$ cat config.mk
export PLATFORM = sky130hd
export DESIGN_NAME = acc_result_serializer
export DESIGN_NICKNAME = d
export VERILOG_FILES = /design/src/rtl/acc_result_serializer_pkg.sv /design/src/rtl/acc_result_fifo.sv /design/src/rtl/acc_result_serializer.sv
export SDC_FILE = /design/constraint.sdc
export NUM_CORES = 1
export LEC_CHECK = 0
export ABC_AREA = 1
export CAP_MARGIN = 20
export CELL_PAD_IN_SITES_DETAIL_PLACEMENT = 0
export CELL_PAD_IN_SITES_GLOBAL_PLACEMENT = 1
export CORE_AREA = 10 10 193 195
export DETAILED_ROUTE_END_ITERATION = 16
export DIE_AREA = 0 0 203 205
export GPL_TIMING_DRIVEN = 0
export PLACE_DENSITY_LB_ADDON = 0.1
export SLEW_MARGIN = 10
export SYNTH_ARGS = -nofsm -noshare
export SYNTH_HDL_FRONTEND = slang
export SYNTH_SLANG_ARGS = --single-unit
$ cat constraint.sdc
create_clock -name clk -period 4.9 [get_ports clk]
set_input_delay 0.735 -clock clk [delete_from_list [all_inputs] [get_ports clk]]
set_output_delay 0.735 -clock clk [all_outputs]
set_load 0.03 [all_outputs]
$ cat src/rtl/acc_result_serializer_pkg.sv
// Shared definitions for the accumulator result serializer: mode tags, widths,
// FIFO entry layout and the mode-to-lane helpers.
package acc_result_serializer_pkg;

  localparam int LANE_W  = 16;
  localparam int WORD_W  = 64;
  localparam int MODE_W  = 2;
  localparam int ENTRY_W = WORD_W + MODE_W;
  localparam int LCNT_W  = 3;

  typedef enum logic [MODE_W-1:0] {
    MODE_X4  = 2'b00,
    MODE_X2  = 2'b01,
    MODE_BAD = 2'b10,
    MODE_X1  = 2'b11
  } mode_e;

  typedef struct packed {
    mode_e              mode;
    logic [WORD_W-1:0]  data;
  } fifo_entry_t;

  function automatic logic [LCNT_W-1:0] lane_count(input mode_e mode);
    case (mode)
      MODE_X4: return LCNT_W'(4);
      MODE_X2: return LCNT_W'(2);
      MODE_X1: return LCNT_W'(1);
      default: return LCNT_W'(0);
    endcase
  endfunction

  // Left-justify the valid lanes so the serializer always emits the top lane.
  function automatic logic [WORD_W-1:0] align_word(input mode_e mode,
                                                   input logic [WORD_W-1:0] data);
    case (mode)
      MODE_X2: return {data[2*LANE_W-1:0], {(WORD_W-2*LANE_W){1'b0}}};
      MODE_X1: return {data[LANE_W-1:0],   {(WORD_W-LANE_W){1'b0}}};
      default: return data;
    endcase
  endfunction

endpackage

$ cat src/rtl/acc_result_fifo.sv
// DEPTH-entry FIFO for tagged result words; full/empty come from a pointer
// wrap bit, and push+pop is legal at any occupancy.
module acc_result_fifo
  import acc_result_serializer_pkg::*;
#(
  parameter int DEPTH = 4,
  parameter int WIDTH = ENTRY_W
) (
  input  logic             clk,
  input  logic             rst,
  input  logic             i_push,
  input  logic             i_pop,
  input  logic [WIDTH-1:0] i_wr_data,
  output logic [WIDTH-1:0] o_rd_data,
  output logic             o_full,
  output logic             o_empty
);

  localparam int AW = $clog2(DEPTH);

  logic [AW:0]      r_wr_ptr;
  logic [AW:0]      r_rd_ptr;
  logic [WIDTH-1:0] r_mem [DEPTH];

  logic w_full;
  logic w_empty;
  logic w_do_push;
  logic w_do_pop;

  assign w_empty = (r_wr_ptr == r_rd_ptr);
  assign w_full  = (r_wr_ptr[AW] != r_rd_ptr[AW]) &&
                   (r_wr_ptr[AW-1:0] == r_rd_ptr[AW-1:0]);

  // When empty, a simultaneous push+pop hands the incoming word straight through.
  assign w_do_pop  = i_pop  & (~w_empty | i_push);
  assign w_do_push = i_push & (~w_full  | i_pop);

  // NOTE: sequential state uses non-blocking assignments so every register
  // samples its inputs from before the edge, independent of block order.
  always_ff @(posedge clk or posedge rst) begin
    if (rst) begin
      r_wr_ptr <= '0;
      r_rd_ptr <= '0;
    end else begin
      if (w_do_push) r_wr_ptr <= r_wr_ptr + 1'b1;
      if (w_do_pop)  r_rd_ptr <= r_rd_ptr + 1'b1;
    end
  end

  // NOTE: the storage array is deliberately not reset; the pointers alone
  // decide which entries are meaningful, and an unreset array maps to RAM.
  always_ff @(posedge clk) begin
    if (w_do_push) r_mem[r_wr_ptr[AW-1:0]] <= i_wr_data;
  end

  assign o_rd_data = w_empty ? i_wr_data : r_mem[r_rd_ptr[AW-1:0]];
  assign o_full    = w_full;
  assign o_empty   = w_empty;

endmodule

$ cat src/rtl/acc_result_serializer.sv
// Queues 64-bit accumulator results and emits them as 16-bit lanes through a
// registered valid/ready output stage; mode 10 words are dropped and counted.
module acc_result_serializer
  import acc_result_serializer_pkg::*;
#(
  parameter int DEPTH = 4
) (
  input  logic              clk,
  input  logic              rst,
  input  logic [MODE_W-1:0] en,
  input  logic              in_valid,
  input  logic [WORD_W-1:0] in_data,
  output logic              in_ready,
  output logic              out_valid,
  output logic [LANE_W-1:0] out_data,
  output logic              out_last,
  input  logic              out_ready,
  output logic [7:0]        drop_cnt
);

  typedef enum logic {IDLE, SEND} state_e;

  state_e            r_state;
  state_e            w_state_nxt;

  fifo_entry_t       w_wr_entry;
  fifo_entry_t       w_head;
  logic              w_fifo_full;
  logic              w_fifo_empty;
  logic              w_accept;
  logic              w_push;
  logic              w_drop;
  logic              w_pop;

  logic [WORD_W-1:0] r_shift;
  logic [LCNT_W-1:0] r_lane_cnt;
  logic              r_out_valid;
  logic [LANE_W-1:0] r_out_data;
  logic              r_out_last;
  logic [7:0]        r_drop_cnt;

  logic              w_out_adv;
  logic              w_lane_move;
  logic              w_last_move;

  assign w_accept   = in_valid & in_ready;
  assign w_drop     = w_accept & (en == MODE_BAD);
  assign w_push     = w_accept & (en != MODE_BAD);
  assign w_wr_entry = '{mode: mode_e'(en), data: in_data};

  acc_result_fifo #(
    .DEPTH (DEPTH),
    .WIDTH (ENTRY_W)
  ) u_fifo (
    .clk       (clk),
    .rst       (rst),
    .i_push    (w_push),
    .i_pop     (w_pop),
    .i_wr_data (w_wr_entry),
    .o_rd_data (w_head),
    .o_full    (w_fifo_full),
    .o_empty   (w_fifo_empty)
  );

  // A lane moves from the shift register into the output register whenever
  // that register is empty or its current lane is being taken downstream.
  assign w_out_adv   = ~r_out_valid | out_ready;
  assign w_lane_move = (r_state == SEND) & w_out_adv;
  assign w_last_move = w_lane_move & (r_lane_cnt == LCNT_W'(1));

  always_ff @(posedge clk or posedge rst) begin
    if (rst) r_state <= IDLE;
    else     r_state <= w_state_nxt;
  end

  // NOTE: every output of this block gets a default first, so no path leaves
  // a value unassigned and no latch is inferred.
  always_comb begin
    w_state_nxt = r_state;
    w_pop       = 1'b0;
    case (r_state)
      IDLE: begin
        if (!w_fifo_empty) begin
          w_pop       = 1'b1;
          w_state_nxt = SEND;
        end
      end
      SEND: begin
        if (w_last_move) begin
          if (!w_fifo_empty) w_pop       = 1'b1;
          else               w_state_nxt = IDLE;
        end
      end
    endcase
  end

  always_ff @(posedge clk or posedge rst) begin
    if (rst) begin
      r_shift    <= '0;
      r_lane_cnt <= '0;
    end else if (w_pop) begin
      r_shift    <= align_word(w_head.mode, w_head.data);
      r_lane_cnt <= lane_count(w_head.mode);
    end else if (w_lane_move) begin
      r_shift    <= {r_shift[WORD_W-LANE_W-1:0], {LANE_W{1'b0}}};
      r_lane_cnt <= r_lane_cnt - 1'b1;
    end
  end

  // Output register only changes when free or accepted, so a stalled lane holds.
  always_ff @(posedge clk or posedge rst) begin
    if (rst) begin
      r_out_valid <= 1'b0;
      r_out_data  <= '0;
      r_out_last  <= 1'b0;
    end else if (w_out_adv) begin
      r_out_valid <= w_lane_move;
      r_out_data  <= w_lane_move ? r_shift[WORD_W-1 -: LANE_W] : '0;
      r_out_last  <= w_last_move;
    end
  end

  always_ff @(posedge clk or posedge rst) begin
    if (rst)                               r_drop_cnt <= '0;
    else if (w_drop && r_drop_cnt != 8'hFF) r_drop_cnt <= r_drop_cnt + 1'b1;
  end

  assign in_ready  = ~w_fifo_full;
  assign out_valid = r_out_valid;
  assign out_data  = r_out_data;
  assign out_last  = r_out_last;
  assign drop_cnt  = r_drop_cnt;

endmodule

==> run summary, run 1 <==
Outcome: finished, final reports clean
CP Cell Sequence: buf_4, inv_2, nand2_1, nand2_2, nand4_1, clkdlybuf4s50_1
Num CTS Buffers: 40
Post-route ant nets: 0
FF-to-FF path depth: 10
Vias per cell: 5.27
Area delta synth->final: 20.6%
Yosys warnings: 0
Worst setup path start: u_fifo.r_rd_ptr[1]
Maximum clock frequency: 343 MHz
Final HPWL DP: 31.7 mm
Post-synthesis xor/xnor area fraction: 0.621%
Remaining DRCs: 0
Hold Crit Start: r_shift[0]
DR iter-0 viols: 752
Worst r2r src: u_fifo.r_rd_ptr[0]
CTS resizes: 0
Main synth FF type: edfxtp_1
Synth Area in Adders: 0.645%
Filler cells: 2913
Total track usage: 21.4%
Power density cells: 628 nW/um^2
Final non-filler cell total: 2121
Synth unique cells: 31
Max_cap viols: 0
Placed cell count: 2047
I/O pin count: 97
Final hold vios: 0
Crit path max-delay cell type: clkdlybuf4s50_1
Worst min-delay path class: register to register
Met2 usage: 34.3%
Unrepaired setup endpoints after global routing: false
Initial antenna violation count: 0
Grt met3 use: 3.92%
Core ar.: 33300 sq um
Hold depth: 2
Synth top area cells: edfxtp_1, dfrtp_1, nand2_1, nor2_1, o21ai_0
Largest net degree at the start of global routing: 54
Peak VDD IR: 0.289 mV
Layout Utilization: 56.3%
CP Max Fanout: 10
Lkg Pwr: 7.59 nW
Critical Path Source Type: register
Shortest period the worst path allows: 2920 ps
Combinational family with the most area after synthesis: simple AND/OR/NAND/NOR gates
Setup CP Type: register to output pin
DP Area: 17400 sq um
# diodes: 0
Compound-Gate Fraction of Synth Area: 7.25%
Global-route wire length before repair: 67.6 mm
WP data arrival: 2180 ps
Worst Tran Pin Value: 924 ps
Layout cells sized above 1: 10.0%
Max Slew Vio Count: 0
Pwr Total: 11.8 mW
Initial Utilization: 46.7%
Fin nets: 1719
Max clock buf depth: 3
Top cell type's share of synthesized area: 51.1%
Syn_area_per_cell: 10.4 sq um
Cells after synthesis: 1490
Hold-fix buffers, CTS: 0
Top-count cell post-synth: nand2_1
Placer Congestion: 0.926
CTS Root Buffer Type: clkbuf_16
Die W: 203 microns
WL/cell: 21.1 microns
Vias: 11168
CTS H-Tree Depth: 2
R2R Path End: u_fifo.r_mem[0][54]
Hold Path Sink: r_shift[0]
Post-synthesis mux area share: 0%
Detailed Routing Iterations Pass 1: 5
Num rows: 67
Asr flop ratio synth: 27.5%
Buffers added on ports: 96
GRT overflow: 0
Post-synthesis register bit count: 364
Most area-hungry cell type in the Yosys netlist: edfxtp_1
Mapped Nets: 1568
Worst reg-to-reg setup slack: 2230 ps
EDFF count, synth: 264
Seq/Total Area, Yosys: 67.2%
Clock Skew: 32.6 ps
CP peak stage delay: 640 ps
Clk sinks: 364
TritonCTS clock tree: built
Endpoints failing setup: 0
Most frequent cells after synthesis: nand2_1, edfxtp_1, nor2_1
Die Ht: 205 microns
Post-CTS Setup Bufs: 0
Synth Cell Area: 15500 sq um
Clk Latency, worst-skew pair: 550 ps
Wirelength, routed: 44.8 mm
Simple-gate portion of the synthesized area: 19.4%
GRT busiest layer: met2
Vias in the first global route: 11028
Required time of the critical path: 4160 ps
Ratio of final minimum period to clock period: 59.5%
Slew HR: 38.4%
Met1 Usage GRT: 28.9%
Clock-pin slew of the registers on the worst-case setup and hold paths: 60 ps
DIE AREA: 41600 sq um
Design Area, Final: 18700 sq um
Worst Setup End Kind: output pin
-- state kept, by name (all words and copies together), names as in the netlist --
register         count
u_fifo.r_mem       264
r_shift             64
out_data            16
drop_cnt             8
r_lane_cnt           3
u_fifo.r_rd_ptr      3
u_fifo.r_wr_ptr      3
out_last             1
out_valid            1
r_state              1
-- logic make-up (layout without fill, tap and decap cells) --
kind of cell / Yosys count / after routing
AND/OR/NAND/NOR: 737 / 737
AO/OA/AOI/OAI: 199 / 199
XOR/XNOR: 11 / 11
adder cells (fa/ha/maj): 8 / 8
buffers and inverters: 171 / 354
flip-flops: 364 / 364
-- area by class of cell --
class / count / area (sq um) / area share (%)
plain buffers: 79 / 410 / 2.19
clock buffers: 57 / 1140 / 6.07
clock inverters: 17 / 176 / 0.942
inverters: 92 / 353 / 1.88
multi-input cells: 955 / 4370 / 23.3
flip-flops and latches: 364 / 10400 / 55.7
well taps: 448 / 561 / 2.99
repair buffers: 109 / 1290 / 6.88
-- worst max-delay path, delay by kind of cell, from the launching register on --
family | cells | cell delay, ps
buffers and inverters | 3 | 890
DFF | 1 | 380
and+or+nand+nor | 3 | 410
-- metal layers --
layer | wire length [microns] | part of all wire [%] | vias to the layer above
met4 | 1340 | 3.0 | 0
met1 | 19900 | 45 | 5475
met3 | 2600 | 5.8 | 73
met5 | 0 | 0 | -
li1 | - | - | 5328
met2 | 20900 | 47 | 292
-- power breakdown --
group | total, mW | leakage, nW | switching, mW | internal, mW
logic | 4.48 | 3.31 | 3.14 | 1.34
clock network | 3.00 | 0.635 | 1.21 | 1.78
registers | 4.29 | 3.65 | 0.262 | 4.03
-- worst max path at each step --
stage,endpoint,slack (ps),cells after the start
floorplan,u_fifo.r_mem[3][0],310,8
global placement,u_fifo.r_mem[0][52],-2450,6
detailed placement,u_fifo.r_mem[0][52],1750,8
CTS,in_ready,1970,6
global route,in_ready,1870,6
finish,in_ready,1980,6
-- metrics by stage --
stage                     setup slack (ps)  hold slack (ps)  TNS (ps)
after CTS                             1970              478         0
final                                 1980              478         0
after detailed placement              1750              461         0
after global routing                  1870              510         0
after global placement               -2450              462   -666510
after floorplan                        313              444         0
-- cell usage in the layout (no fill, tap or decap), drive strengths merged, types with 10 or more instances in the layout --
cell type      netlist  routed
nand3               98      98
nand2              431     431
a22o                13      13
o211ai              10      10
nor2               183     183
clkdlybuf4s50        0      96
dfrtp              100     100
inv                 92      94
o22ai               24      24
buf                 61      74
edfxtp             264     264
a21oi               17      17
o21ai              126     126
clkbuf              18      75
Power figures use the tool's default switching activity.
==> inputs of run 2 (changes only) <==
Clock period 4.9 ns to 2.8 ns, I/O delays scaled along.
==> run 2 against run 1 <==
Global-route usage is 0.26 points lower. Clock skew is 21 ps lower. Via count hardly changed. Routed wire length is 0.75% lower. Worst hold slack worse by 210 ps. Power is 71% higher. Clock power is 62% higher. Register-to-register slack worse by 2000 ps. Worst setup slack worse by 1800 ps. Critical path type unchanged. Largest cell class unchanged.
==> run summary, run 2 (synthesis gave the netlist of run 1 again) <==
Outcome: finished, final reports clean
Max Slew Vio Count: 0 (unchanged)
TritonCTS clock tree: built
Area occupied by multi-input gates: 4370 sq um (+0.14%)
Vias: 11160 (-0.072%)
Hold Slack: 266 ps (-212 ps)
Hold-fix buffers, CTS: 0 (unchanged)
Maximum clock frequency: 381 MHz
Sequential cell area: 10400 sq um (unchanged)
Buffers added on ports: 96 (unchanged)
Wirelength, routed: 44.4 mm (-0.75%)
I/O pin count: 97 (unchanged)
Die W: 203 microns (unchanged)
Initial antenna violation count: 0 (unchanged)
Core ar.: 33300 sq um (unchanged)
Worst Tran Pin Value: 873 ps (-50.8 ps)
Clk sinks: 364 (unchanged)
Fin nets: 1725 (+0.35%)
Global-route wire length before repair: 67.2 mm (-0.64%)
Peak VDD IR: 0.683 mV (+140%)
Crit path max-delay cell type: clkdlybuf4s50_1
Critical Path Source Type: register
Largest net degree at the start of global routing: 34 (-37%)
WL/cell: 20.9 microns (-0.89%)
Die Ht: 205 microns (unchanged)
GRT overflow: 0 (unchanged)
CP Cell Sequence: buf_4, inv_2, nand2_1, nand2_2, nand4_1, clkdlybuf4s50_1
# diodes: 0 (unchanged)
Worst reg-to-reg setup slack: 230 ps (-2000 ps)
Max reg flops: 264 (unchanged)
CP Max Fanout: 10 (unchanged)
Power density cells: 1080 nW/um^2 (+72%)
Most common cell after layout, fill and taps aside: nand2_1
CTS Root Buffer Type: clkbuf_16
DP Area: 17400 sq um (about the same)
Layout cells sized above 1: 9.96% (-0.078 points)
Worst Setup End Kind: output pin
Slew HR: 41.8% (+3.4 points)
CP peak stage delay: 690 ps (+50 ps)
Remaining DRCs: 0 (unchanged)
Placer Congestion: 0.938 (+1.3%)
Ratio of final minimum period to clock period: 93.6%
Post-route ant nets: 0 (unchanged)
Clock-pin slew of the registers on the worst-case setup and hold paths: 60 ps (about the same)
Max clock buf depth: 3 (unchanged)
Num CTS Buffers: 40 (unchanged)
Final hold vios: 0 (unchanged)
R2R Path End: u_fifo.r_mem[2][4]
Final HPWL DP: 31.3 mm (-1.3%)
Worst min-delay path class: primary input to async pin
CTS H-Tree Depth: 2 (unchanged)
DR iter-0 viols: 896 (+19%)
FF-to-FF path depth: 10 (unchanged)
Total track usage: 21.1% (-0.26 points)
Endpoints failing setup: 0 (unchanged)
Pwr Total: 20.1 mW (+71%)
Filler cells: 2938 (+0.86%)
Detailed Routing Iterations Pass 1: 5 (unchanged)
Most frequent cells in the layout: nand2_1, edfxtp_1, nor2_1, o21ai_0, dfrtp_1
Initial Utilization: 46.7% (unchanged)
DIE AREA: 41600 sq um (unchanged)
Clock Skew: 11.4 ps (-21.2 ps)
Num rows: 67 (unchanged)
Required time of the critical path: 2380 ps (-1780 ps)
Setup CP Type: register to output pin
Max_cap viols: 0 (unchanged)
Unrepaired setup endpoints after global routing: false
Area delta synth->final: 20.2%
Vias per cell: 5.25 (-0.21%)
WP data arrival: 2200 ps (+20 ps)
Design Area, Final: 18700 sq um (-0.34%)
Vias in the first global route: 11210 (+1.7%)
Lkg Pwr: 7.57 nW (-0.19%)
Shortest period the worst path allows: 2620 ps
CTS resizes: 0 (unchanged)
Clk Latency, worst-skew pair: 520 ps (-30 ps)
Worst r2r src: u_fifo.r_rd_ptr[1]
[run 2: worst max-delay path: cells and delay by family, from the launching register on]
| kind | cells | cell delay, ps |
|---|---|---|
| simple gates | 3 | 360 |
| buf+inv | 3 | 960 |
| flops | 1 | 360 |
[run 2: what timing repair did]
item | in CTS | in global routing
buffers inserted | 4 | 0
pin swaps | 2 | 1
setup endpoints to repair | 23 | 48
cloned | 0 | 1
[run 2: worst max-delay path by stage]
stage,start,endpoint,depth (start not counted)
after floorplan,u_fifo.r_rd_ptr[0],u_fifo.r_mem[3][0],8
after global placement,en[1],u_fifo.r_mem[3][4],6
after detailed placement,en[1],u_fifo.r_mem[0][51],8
after CTS,u_fifo.r_rd_ptr[1],u_fifo.r_mem[2][16],10
after global routing,u_fifo.r_rd_ptr[1],in_ready,6
final,u_fifo.r_rd_ptr[1],in_ready,6
[run 2: layer usage]
| layer | GRT usage [%] | wire length [microns] | vias up |
|---|---|---|---|
| met4 | 5.14 | 835 | 0 |
| met5 | 0 | 0 | - |
| li1 | - | - | 5340 |
| met1 | 28.5 | 19700 | 5456 |
| met2 | 35.6 | 21600 | 303 |
| met3 | 2.86 | 2300 | 61 |
[run 2: cell type report]
| type | count | share of cell area [%] |
|---|---|---|
| Timing Repair Buffer | 114 | 7.15 |
| Clock buffer | 51 | 5.81 |
| Inverter | 92 | 1.88 |
| Sequential cell | 364 | 55.9 |
| Tap cell | 448 | 3.00 |
| Clock inverter | 20 | 0.617 |
| Multi-Input combinational cell | 956 | 23.4 |
| Buffer | 79 | 2.20 |
[run 2: power by group]
part	internal (mW)	switching, mW	total [mW]	leakage (nW)
sequential	7.04	0.481	7.52	3.65
clock	2.81	2.05	4.86	0.599
combinational	2.36	5.39	7.74	3.33
total	12.2	7.91	20.1	7.57
[run 2: per-stage QoR]
step	cells	worst slack, ps	TNS (ps)	util, %
4_1_cts	2123	40.4	0	56.0
2_1_floorplan	1490	-715	-185670	-
3_3_place_gp	2034	-2350	-609860	51.3
6_report	2124	178	0	56.1
5_1_grt	2124	63.2	0	56.1
3_5_place_dp	2048	-109	-3500	52.3
